### src/rtl/apple_pkg.sv
// Shared playfield geometry, LFSR seed and state type for the apple placer.
package apple_pkg;

   localparam int          GAME_WIDTH  = 30;
   localparam int          GAME_HEIGHT = 14;
   localparam logic [15:0] LFSR_SEED   = 16'hACE1;

   typedef enum logic [1:0] {
      DRAW,
      WAIT_FIRST,
      SCAN,
      PLACED
   } apple_state_t;

   // Coordinates are 1-based; 0 and anything past the edge are off the board.
   function automatic logic on_board(logic [4:0] x, logic [3:0] y);
      return (x != 5'd0) && (int'(x) <= GAME_WIDTH) &&
             (y != 4'd0) && (int'(y) <= GAME_HEIGHT);
   endfunction

endpackage

### src/rtl/apple_if.sv
// Snake-segment stream into the apple placer and the apple/eat signals back out.
interface apple_if;

   logic [4:0] i_pos_x;
   logic [3:0] i_pos_y;
   logic       i_pos_first;
   logic       i_pos_last;
   logic       i_pos_valid;
   logic [4:0] o_apple_x;
   logic [3:0] o_apple_y;
   logic       o_apple_valid;
   logic       o_eat;

   modport master (
      output i_pos_x, i_pos_y, i_pos_first, i_pos_last, i_pos_valid,
      input  o_apple_x, o_apple_y, o_apple_valid, o_eat
   );

   modport slave (
      input  i_pos_x, i_pos_y, i_pos_first, i_pos_last, i_pos_valid,
      output o_apple_x, o_apple_y, o_apple_valid, o_eat
   );

endinterface

### src/rtl/apple_lfsr16.sv
// Free-running 16-bit Fibonacci LFSR, taps 16/14/13/11; never reaches zero from a non-zero seed.
module lfsr16 (
   input  logic        clk,
   input  logic        rst,
   input  logic [15:0] seed,
   output logic [15:0] out
);

   always_ff @(posedge clk) begin
      if (rst) out <= seed;
      else     out <= {out[14:0], out[15] ^ out[13] ^ out[12] ^ out[10]};
   end

endmodule

### src/rtl/apple.sv
// Draws a random apple position, verifies it against a full snake frame, then waits to be eaten.
//
// state      | meaning
// DRAW       | try lfsr candidate each cycle until it lies on the board
// WAIT_FIRST | candidate latched, waiting for the head of a frame
// SCAN       | comparing frame entries against the candidate
// PLACED     | apple valid, watching the head for an eat
module apple
   import apple_pkg::*;
(
   input  logic   clk,
   input  logic   rst,
   apple_if.slave bus
);

   logic [15:0]  lfsr;
   apple_state_t state;
   logic [4:0]   cand_x;
   logic [3:0]   cand_y;
   logic         hit;
   logic         pos_match;
   logic         apple_match;
   logic         scan_hit;

   lfsr16 u_lfsr (
      .clk  (clk),
      .rst  (rst),
      .seed (LFSR_SEED),
      .out  (lfsr)
   );

   always_comb begin
      pos_match   = (bus.i_pos_x == cand_x) && (bus.i_pos_y == cand_y);
      apple_match = (bus.i_pos_x == bus.o_apple_x) && (bus.i_pos_y == bus.o_apple_y);
      // A head entry starts a fresh frame, so any earlier hit is discarded.
      scan_hit    = pos_match || (hit && !bus.i_pos_first);
   end

   always_ff @(posedge clk) begin
      if (rst) begin
         state             <= DRAW;
         cand_x            <= '0;
         cand_y            <= '0;
         hit               <= 1'b0;
         bus.o_apple_x     <= '0;
         bus.o_apple_y     <= '0;
         bus.o_apple_valid <= 1'b0;
         bus.o_eat         <= 1'b0;
      end else begin
         bus.o_eat <= 1'b0;
         case (state)
            DRAW: begin
               if (on_board(lfsr[4:0], lfsr[12:9])) begin
                  cand_x <= lfsr[4:0];
                  cand_y <= lfsr[12:9];
                  state  <= WAIT_FIRST;
               end
            end
            WAIT_FIRST, SCAN: begin
               if (bus.i_pos_valid && (bus.i_pos_first || state == SCAN)) begin
                  hit <= scan_hit;
                  if (bus.i_pos_last) begin
                     if (scan_hit) begin
                        state <= DRAW;
                     end else begin
                        bus.o_apple_x     <= cand_x;
                        bus.o_apple_y     <= cand_y;
                        bus.o_apple_valid <= 1'b1;
                        state             <= PLACED;
                     end
                  end else begin
                     state <= SCAN;
                  end
               end
            end
            PLACED: begin
               if (bus.i_pos_valid && bus.i_pos_first && apple_match) begin
                  bus.o_eat         <= 1'b1;
                  bus.o_apple_valid <= 1'b0;
                  state             <= DRAW;
               end
            end
            default: state <= DRAW;
         endcase
      end
   end

endmodule

### src/flat_wrapper.sv
// flat-port wrapper written by rule: the top's interface ports become plain ports
module apple_flat import apple_pkg::*;
  (clk, rst, bus_i_pos_x, bus_i_pos_y, bus_i_pos_first, bus_i_pos_last, bus_i_pos_valid, bus_o_apple_x, bus_o_apple_y, bus_o_apple_valid, bus_o_eat);
  apple_if bus_i ();
  input  logic clk;
  input  logic rst;
  input wire logic [$bits(bus_i.i_pos_x)-1:0] bus_i_pos_x;
  input wire logic [$bits(bus_i.i_pos_y)-1:0] bus_i_pos_y;
  input wire logic [$bits(bus_i.i_pos_first)-1:0] bus_i_pos_first;
  input wire logic [$bits(bus_i.i_pos_last)-1:0] bus_i_pos_last;
  input wire logic [$bits(bus_i.i_pos_valid)-1:0] bus_i_pos_valid;
  output wire logic [$bits(bus_i.o_apple_x)-1:0] bus_o_apple_x;
  output wire logic [$bits(bus_i.o_apple_y)-1:0] bus_o_apple_y;
  output wire logic [$bits(bus_i.o_apple_valid)-1:0] bus_o_apple_valid;
  output wire logic [$bits(bus_i.o_eat)-1:0] bus_o_eat;
  assign bus_i.i_pos_x = bus_i_pos_x;
  assign bus_i.i_pos_y = bus_i_pos_y;
  assign bus_i.i_pos_first = bus_i_pos_first;
  assign bus_i.i_pos_last = bus_i_pos_last;
  assign bus_i.i_pos_valid = bus_i_pos_valid;
  assign bus_o_apple_x = bus_i.o_apple_x;
  assign bus_o_apple_y = bus_i.o_apple_y;
  assign bus_o_apple_valid = bus_i.o_apple_valid;
  assign bus_o_eat = bus_i.o_eat;
  apple u_core (.clk(clk), .rst(rst), .bus(bus_i));
endmodule
### config.mk
export PLATFORM = sky130hd
export DESIGN_NAME = apple_flat
export DESIGN_NICKNAME = d
export VERILOG_FILES = /design/src/rtl/apple_pkg.sv /design/src/rtl/apple_if.sv /design/src/rtl/apple_lfsr16.sv /design/src/rtl/apple.sv /design/src/flat_wrapper.sv
export SDC_FILE = /design/constraint.sdc
export NUM_CORES = 1
export LEC_CHECK = 0
export ABC_AREA = 1
export CAP_MARGIN = 10
export CORE_UTILIZATION = 45
export DETAILED_ROUTE_END_ITERATION = 6
export PLACE_DENSITY_LB_ADDON = 0.2
export SETUP_SLACK_MARGIN = 0.5
export SLEW_MARGIN = 20
export SYNTH_ARGS = -nofsm -noshare
export SYNTH_HDL_FRONTEND = slang
export SYNTH_SLANG_ARGS = --single-unit
### constraint.sdc
create_clock -name clk -period 1.5 [get_ports clk]
set_clock_uncertainty 0.05 [all_clocks]
set_input_delay 0.225 -clock clk [delete_from_list [all_inputs] [get_ports clk]]
set_output_delay 0.225 -clock clk [all_outputs]
set_load 0.005 [all_outputs]
Word level (Yosys, flattened, before mapping)
Index checks and enable logic that the tools add are counted.
{ "word_totals": {"regBits": 39, "latch_bits": 0, "mem_bits_rw": 0, "rom_bits": 0, "in_bits": 14, "out_inout_bits": 11, "wordCells": 63, "memories": 0} }
{ "classes": {"add_sub_neg": 0, "multipliers": 0, "n_div": 0, "n_lt_le_gt_ge": 2, "eq_ne": 12, "shifts": 0, "n_mux": 12, "bitwise": 5, "n_reduce_logical": 23} }
{ "ops": {"columns": ["op", "n"], "rows": [
  ["$eq 5x5->1", 2],
  ["$mux 2", 5],
  ["$logic_and 1x1->1", 9],
  ["$eq 4x4->1", 2],
  ["$ne 2x1->1 const B", 3],
  ["$pmux 2 s3", 1],
  ["$le 5x5->1 const B", 1],
  ["$mux 1", 5],
  ["$reduce_and 5->1", 1],
  ["$reduce_bool 5->1", 1],
  ["$eq 2x2->1 const B", 2],
  ["$le 4x4->1 const B", 1],
  ["$ne 2x2->1 const B", 2],
  ["$reduce_and 2->1", 2],
  ["$reduce_and 4->1", 1],
  ["$reduce_bool 4->1", 1],
  ["$reduce_or 2->1", 2],
  ["$reduce_and 3->1", 1],
  ["$xor 1x1->1", 3],
  ["$eq 2x1->1 const B", 1],
  ["$logic_not 2->1", 1],
  ["$logic_or 1x1->1", 2],
  ["$not 1->1", 2],
  ["$pmux 1 s2", 1],
  ["other kinds (2)", 2]
]} }

Longest topological paths before layout
Gate-level depths: netlist of run 1.
{ "logic_depth": {"depth_word": 7, "ltp_mapped": 13, "mapped_depth_nobuf": 13} }

Modules after synthesis
A second synthesis of run 1 with hierarchy kept.
{ "hier_totals": {"cells_unflattened": 309, "area_unflattened_um2": 2030.7} }
{ "by_module_without_submodules": {"columns": ["module", "instances", "cells_each", "area_per_inst_um2", "seq_area_each_um2"], "rows": [
  ["apple", 1, 229, 1431.4, 460.4],
  ["lfsr16", 1, 80, 599.3, 320.3]
]} }

Least setup slack after synthesis of run 1
No wires, ideal clock.
{ "synth_timing": {"kind": "register -> register", "startpoint": "register u_core.state[1]", "endpoint": "register u_core.bus.o_apple_x[2]", "setup_ns": 0.115, "arrival_ns": 1.457, "t_required_ns": 1.335, "setup_slack_ns": -0.122, "stages_incl_launch_ff": 9, "n_path_buf": 1, "period_less_slack_ns": 1.622, "path_cell_list": "dfxtp_1 > inv_1 > ha_1 > inv_1 > nor2_1 > nand4_4 > buf_6 > o21ai_2 > a21oi_2"} }
{ "synth_via": {"elab_chain_len": 4, "elab_cells_between_ends": 6, "cone_classes": "eq/ne (2); reduce/logical (4)"} }
{ "synth_lines": {"columns": ["element", "line", "rtl"], "rows": [
  ["start, declared", "apple.sv:17", "apple_state_t state;"],
  ["start signal, assigned", "apple.sv:41", "state <= DRAW;"],
  ["start signal, assigned", "apple.sv:56", "state <= WAIT_FIRST;"],
  ["start signal, assigned", "apple.sv:64", "state <= DRAW;"],
  ["$eq 2x2->1", "apple.sv:51, apple.sv:60", null],
  ["$logic_or 1x1->1", "apple.sv:60", "if (bus.i_pos_valid && (bus.i_pos_first || state == SCAN)) begin"],
  ["$logic_and 1x1->1", "apple.sv:60", null],
  ["$reduce_and 4->1 (no source line) (*)", null, null],
  ["end signal, assigned", "apple.sv:66", "bus.o_apple_x <= cand_x;"],
  ["end, declared", "apple_if.sv:21", "output o_apple_x, o_apple_y, o_apple_valid, o_eat"]
]} }
Mark *: on every way between the ends. The rest lies on a longest branch, timed or not.
A chain may end at the register's enable or synchronous reset.

Worst setup path after layout of run 1
{ "layout_timing": {"startpoint": "register u_core.state[0]", "endpoint": "register u_core.bus.o_apple_valid"} }
{ "layout_via": {"elab_chain_len": 5, "elab_cells_between_ends": 13, "cone_classes": "eq/ne (7); mux (1); reduce/logical (5)"} }
{ "layout_lines": {"columns": ["element", "line", "rtl"], "rows": [
  ["$eq 2x2->1", "apple.sv:51, apple.sv:60", null],
  ["$logic_or 1x1->1", "apple.sv:60", null],
  ["$logic_and 1x1->1", "apple.sv:60", null],
  ["$ne 2x1->1 (no source line)", null, null],
  ["$reduce_and 5->1 (no source line)", null, null],
  ["end signal, assigned", "apple.sv:47", "bus.o_apple_valid <= 1'b0;"],
  ["end signal, assigned", "apple.sv:68", "bus.o_apple_valid <= 1'b1;"],
  ["end signal, assigned", "apple.sv:79", "bus.o_apple_valid <= 1'b0;"],
  ["end, declared", "apple_if.sv:21", null]
]} }
Parallel ways exist; a longest one is shown, timed or not.

==> results of run 1 <==
## worst reg2reg max path: stages, from the launching register on
cell and delay (ns):
dfxtp_2 0.35, inv_2 0.07, ha_4 0.26, buf_4 0.14, nor2_1 0.25, nor2_2 0.09
a21oi_1 0.14, nor2_1 0.08
## final cells by class
cell class / instances / area [µm²]
Multi-Input combinational cell: 163 / 1140
Fill cell: 250 / 891
Sequential cell: 39 / 823
Timing Repair Buffer: 62 / 551
Inverter: 37 / 149
Clock buffer: 5 / 68.8
Tap cell: 48 / 60.1
Clock inverter: 3 / 47.5
Timing Repair inverter: 1 / 16.3
## worst paths after layout
kind | from | end | slack [ns] | depth (start not counted)
setup / recovery | u_core.state[0]$_SDFFE_PP0P_ | u_core.bus.o_apple_valid$_SDFFE_PP0P_ | -0.03 | 7
hold reg to reg | u_core.u_lfsr.out[8]$_SDFF_PP0_ | u_core.u_lfsr.out[9]$_SDFF_PP0_ | 0.35 | 2
setup reg to reg | u_core.state[0]$_SDFFE_PP0P_ | u_core.bus.o_apple_valid$_SDFFE_PP0P_ | -0.03 | 7
hold / removal | bus_i_pos_y[2] | u_core.bus.o_eat$_SDFF_PP0_ | 0.30 | 4
## metal layers
| layer | vias to the layer above | GRT usage [%] |
|---|---|---|
| met1 | 818 | 27.8 |
| met4 | 0 | 7.61 |
| met2 | 48 | 36.3 |
| li1 | 910 | - |
| met3 | 8 | 5.63 |
| met5 | - | 0 |
## power by group
group | total (mW) | leakage (nW) | internal (mW) | switching (mW)
Clock | 0.892 | 0.0587 | 0.504 | 0.388
Sequential | 1.28 | 0.331 | 1.17 | 0.109
Combinational | 1.05 | 0.901 | 0.490 | 0.561
## sequential cells by signal, summed over array words and instances, names as in the netlist
| register | flops |
|---|---|
| u_core.cand_y | 4 |
| u_core.state | 2 |
| u_core.bus.o_apple_valid | 1 |
| u_core.hit | 1 |
| u_core.cand_x | 5 |
| u_core.bus.o_apple_y | 4 |
| u_core.bus.o_apple_x | 5 |
| u_core.u_lfsr.out | 16 |
| u_core.bus.o_eat | 1 |
## per-stage QoR
| step | setup TNS [ns] | hold slack (ns) |
|---|---|---|
| floorplan | 0 | 0.279 |
| CTS | 0 | 0.347 |
| finish | -0.0917 | 0.296 |
| global placement | -3.62 | 0.340 |
| detailed placement | -3.99 | 0.342 |
| global route | -1.37 | 0.336 |
## placed cells by master (no fill, tap or decap), types with 2 or more instances in the layout
master,Yosys,final
nor2_1,28,22
dfxtp_2,0,22
clkbuf_8,0,5
dfxtp_1,39,13
clkdlybuf4s50_1,0,2
nand3_1,10,4
a21oi_2,1,11
or2_2,5,5
nand2_2,2,13
buf_6,2,13
nor2_4,0,3
nand3b_1,2,2
buf_12,0,2
ha_4,0,2
nand3_2,1,6
xnor2_1,7,6
o21ai_2,1,14
inv_2,1,15
o21ai_1,0,5
inv_1,36,20
dlymetal6s2s_1,0,4
o21ai_0,23,3
buf_2,1,8
xor2_1,3,2
nand2_1,47,35
buf_4,0,25
dfxtp_4,0,4
nor2_2,1,4
a21oi_1,20,10
o21ai_4,0,2
dlygate4sd2_1,0,7
nor3_4,0,2
## cell families after synthesis
group	synth area share [%]
and+or+nand+nor	25.9
AOI/OAI and AO/OA	13.8
buffers and inverters	9.72
DFF	43.6
xor gates and xnor gates	4.90
adders and majority gates	2.10
## Yosys cell counts (all sizes together)
| library cell | count |
|---|---|
| a211oi | 1 |
| o22ai | 1 |
| a21oi | 21 |
| ha | 3 |
| nand3b | 2 |
| buf | 3 |
| nand2 | 49 |
| nor3 | 3 |
| nor2 | 29 |
| clkbuf | 2 |
| o21ai | 24 |
| dfxtp | 39 |
| inv | 37 |
| xor2 | 3 |
| nor3b | 1 |
| or2 | 5 |
| xnor2 | 7 |
| nor4 | 1 |
| nand3 | 11 |
| nand4 | 2 |
## timing repair
action                     CTS  global route
buffers inserted             9             7
resized for setup           99            77
pin swaps                   10            21
setup endpoints to repair   34            39
cloned                       1             0
==> impl_metrics.ini, run 1 <==
[layout]
instances_no_fill = 358
syn2layout_area_growth_pct = 59.4
final_nets = 326
drive_gt1_share_pct = 55.5
final_util_pct = 76.2
diodes = 0
final_cell_area_um2 = 2850

[clock_tree]
cts.clk_slew.worst_paths_ns = 0.08
cts_buffers = 5
worstSkewPairLatency_ns = 0.29
cts_sinks = 39
cts.path.max_buffers = 2
cts_root_buf = clkbuf_8
cts_tree = yes
cts_hold_buf = 0
cts_max_level = 2

[place]
placed_area_um2 = 2300
dp_cells = 333
place_congestion = 0.859
hpwl_mm = 2.81
dp_slack_ns = -0.367
portBuffers = 24

[setup_path]
critPathCaptureType = register
crit_type = register to register
crit_fanout = 3
crit_top_cell = nor2_1
cp.arrival_ns = 1.67
crit_chain = inv_2 -> ha_4 -> buf_4 -> nor2_1 -> nor2_2 -> a21oi_1 -> nor2_1
critPathBufInv = 2
cpLargestDelayFamily = simple AND/OR/NAND/NOR gates
critPathSlowestCell = dfxtp_2
start_kind = register
cp.required_ns = 1.63
critPathMaxStageDelay_ns = 0.35

[logic_synthesis]
yosys_warnings = 0
synth_top_cell_area_share_pct = 43.6
yosysSeqAreaShare_pct = 43.6
synthesis.instances = 244
synth_top_cell_by_area = dfxtp_1
syn_nets = 261
synth_cell_types = 28
netlist_area_um2 = 1790
synthTopCellsByArea = dfxtp_1 (44%), nand2_1 (9.9%), inv_1 (7.6%)
ys_ff_latch = 39
synth.avg_cell_area_um2 = 7.33

[floorplan]
dieArea_um2 = 4230
num_rows = 22
fp.dieW_um = 65.1
fp.dieH_um = 65.1
core_um2 = 3740
ios = 25
initial_utilization_pct = 47.8

[route]
dr.max_layer_used = met4
drt_first_pass_iters = 4
wl_met2_mm = 2.48
dr.first_iter.drc_count = 118
wl_per_cell_um = 13.8
via_per_inst = 4.98
route.vias.total = 1784
drc_errors = 0
drtAntennaViolNets = 0
wl_mm = 4.93
wl_met3_um = 197
wl_met1_mm = 2.16

[global_route]
antenna_found_initial = 0
grt_usage_pct = 22.1
grt_pass1_wl_mm = 7.11
grt-ovfl-total = 0
grt_pass1_vias = 1599
grt_max_degree = 26

[job]
maxCapViolations = 0

[run_status]
status = finished with violations
violations = setup timing

[sta]
max_freq_ghz = 0.652
fin_crit_ns = 1.53
relSlewSlack_pct = 81.0
period_share_pct = 102
timing.final.ws_setup_ns = -0.0343
drv_slew = 0
setup_viol = 4
rsz0062_at_grt = yes
tightest_slew_ns = 0.285
final-hold-violation-count = 0

[pwr]
powerDensity_nw_per_um2 = 1130
irDropWorstVdd_mv = 1.22
p_leak_nw = 1.29
power_mw = 3.22

[hold_path]
hold_class = primary input to register
(Power assumes the default switching activity.)
==> inputs of run 2 (changes only) <==
--- a/config.mk
+++ b/config.mk
@@ -11,7 +11,6 @@
 export DETAILED_ROUTE_END_ITERATION = 6
 export PLACE_DENSITY_LB_ADDON = 0.2
 export SETUP_SLACK_MARGIN = 0.5
-export SLEW_MARGIN = 20
 export SYNTH_ARGS = -nofsm -noshare
 export SYNTH_HDL_FRONTEND = slang
 export SYNTH_SLANG_ARGS = --single-unit
==> constraint.sdc (replaced) <==
create_clock -name clk -period 1.9 [get_ports clk]
set_clock_uncertainty 0.05 [all_clocks]
set_input_delay 0.285 -clock clk [delete_from_list [all_inputs] [get_ports clk]]
set_output_delay 0.285 -clock clk [all_outputs]
set_load 0.005 [all_outputs]
==> impl_metrics.ini, run 2 (synthesis gave the netlist of run 1 again) <==
[pwr]
irDropWorstVdd_mv = 0.604
seq_power_share_pct = 47.8
p_sw_mw = 0.645
p_leak_nw = 1.11
pwr-share-comb_pct = 25.8
intPower_mw = 1.45
powerDensity_nw_per_um2 = 868
p_clk_share_pct = 26.4
swShare_pct = 30.8

[place]
hpwl_mm = 2.73
dp_cells = 315
portBuffers = 24
placed_area_um2 = 2120
place_congestion = 0.827

[sta]
max_freq_ghz = 0.648
hold_ws_ns = 0.351
drv_slew = 0
setup_viol = 0
final-hold-violation-count = 0
tightest_slew_ns = 0.373
relSlewSlack_pct = 75.1
rsz0062_at_grt = yes
period_share_pct = 81.2
fin_crit_ns = 1.54

[global_route]
grt_pass1_vias = 1519
grt_usage_pct = 20.3
grt-ovfl-total = 0
grt_max_degree = 18
grt_pass1_wl_mm = 6.50
antenna_found_initial = 0

[floorplan]
dieArea_um2 = 4230
initial_utilization_pct = 47.8
fp.dieW_um = 65.1
fp.dieH_um = 65.1
ios = 25
core_um2 = 3740
num_rows = 22

[clock_tree]
cts_buffers = 5
worstSkewPairLatency_ns = 0.29
cts_hold_buf = 0
cts_max_level = 2
cts.path.max_buffers = 2
cts_tree = yes
cts_root_buf = clkbuf_8
cts_sinks = 39
cts.clk_slew.worst_paths_ns = 0.07

[run_status]
status = complete, no violations

[layout]
top_regs = u_core.u_lfsr.out: 16 flops, u_core.bus.o_apple_x: 5 flops, u_core.cand_x: 5 flops
final_common_cell = nand2_1
final_cell_mix = nand2_1 (39), inv_1 (28), nor2_1 (21), dlygate4sd2_1 (21), dfxtp_1 (21)
drive_gt1_share_pct = 31.0
largest_reg_flops = 16
regMostFlops = u_core.u_lfsr.out
final_cell_area_um2 = 2410
diodes = 0
final_util_pct = 64.5
instances_no_fill = 332
final_nets = 301
syn2layout_area_growth_pct = 35.0

[job]
maxCapViolations = 0

[setup_path]
start_kind = register
crit_type = register to register
rrSetupSlack_ns = 0.36
cp.arrival_ns = 1.66
critPathCaptureType = register
cp.required_ns = 2.02
crit_fanout = 5

[route]
wl_per_cell_um = 12.4
via_per_inst = 4.85
drt_first_pass_iters = 4
wl_mm = 4.11
dr.first_iter.drc_count = 96
drc_errors = 0
drtAntennaViolNets = 0
route.vias.total = 1611

[hold_path]
hold_class = register to register
## run 2: cell types whose count changed in the layout (fill, tap and decap cells not counted), moves of 5 or more
cell	change
dfxtp_2	-6
o21ai_0	+6
dlygate4sd2_1	+14
buf_4	-16
nand3_2	-5
inv_1	+8
a21oi_1	+9
dfxtp_1	+8
buf_6	-9
buf_2	-8
o21ai_2	-8
a21oi_2	-9
nand3_1	+6
inv_2	-8
## run 2: worst max-delay path: stages, from the launching register on
cell and delay, ns:
dfxtp_2 0.36, inv_2 0.05, ha_4 0.29, inv_4 0.04, nor2_4 0.13, nand4_4 0.13, buf_6 0.17, o21ai_1 0.14
a21oi_1 0.07
## run 2: stage by stage
stage	power (mW)	setup TNS (ns)	setup WS [ns]
finish	2.10	0	0.356
global route	2.22	0	0.255
CTS	2.04	0	0.410
detailed placement	1.45	-0.0278	-0.0246
global placement	1.45	0	0.00873
floorplan	1.31	0	0.504
## run 2: path summary, 6_finish.rpt
path	from	to	depth (start not counted)
setup / recovery	u_core.state[1]$_SDFFE_PP0P_	u_core.bus.o_apple_y[1]$_SDFFE_PP0P_	8
hold / removal	u_core.u_lfsr.out[8]$_SDFF_PP0_	u_core.u_lfsr.out[9]$_SDFF_PP0_	2
hold reg to reg	u_core.u_lfsr.out[8]$_SDFF_PP0_	u_core.u_lfsr.out[9]$_SDFF_PP0_	2
setup reg to reg	u_core.state[1]$_SDFFE_PP0P_	u_core.bus.o_apple_y[1]$_SDFFE_PP0P_	8
## run 2: what timing repair did
action,in CTS,in global routing
pin swaps,8,9
setup endpoints to repair,26,24
setup buffers,7,3
resized for setup,58,37
## run 2: power groups by stage
stage	clock, mW	sequential (mW)	combinational [mW]
floorplan	0	0.980	0.333
global placement	0	0.992	0.453
detailed placement	0	0.992	0.460
CTS	0.569	0.984	0.490
global route	0.606	1.01	0.597
finish	0.554	1.00	0.541
## run 2: per-layer routing
| metal | GRT usage (%) | wire length, µm |
|---|---|---|
| met1 | 23.8 | 1900 |
| met2 | 34.2 | 1930 |
| met3 | 4.40 | 152 |
| met4 | 10.9 | 120 |
| met5 | 0 | 0 |
## run 2: layout make-up
| cell class | instances | area [µm²] |
|---|---|---|
| clock buffers | 6 | 82.6 |
| flip-flops and latches | 39 | 808 |
| fillers | 330 | 1330 |
| inverters | 37 | 146 |
| well taps | 48 | 60.1 |
| repair buffers | 38 | 349 |
| clock inverters | 1 | 5.00 |
| multi-input cells | 163 | 963 |
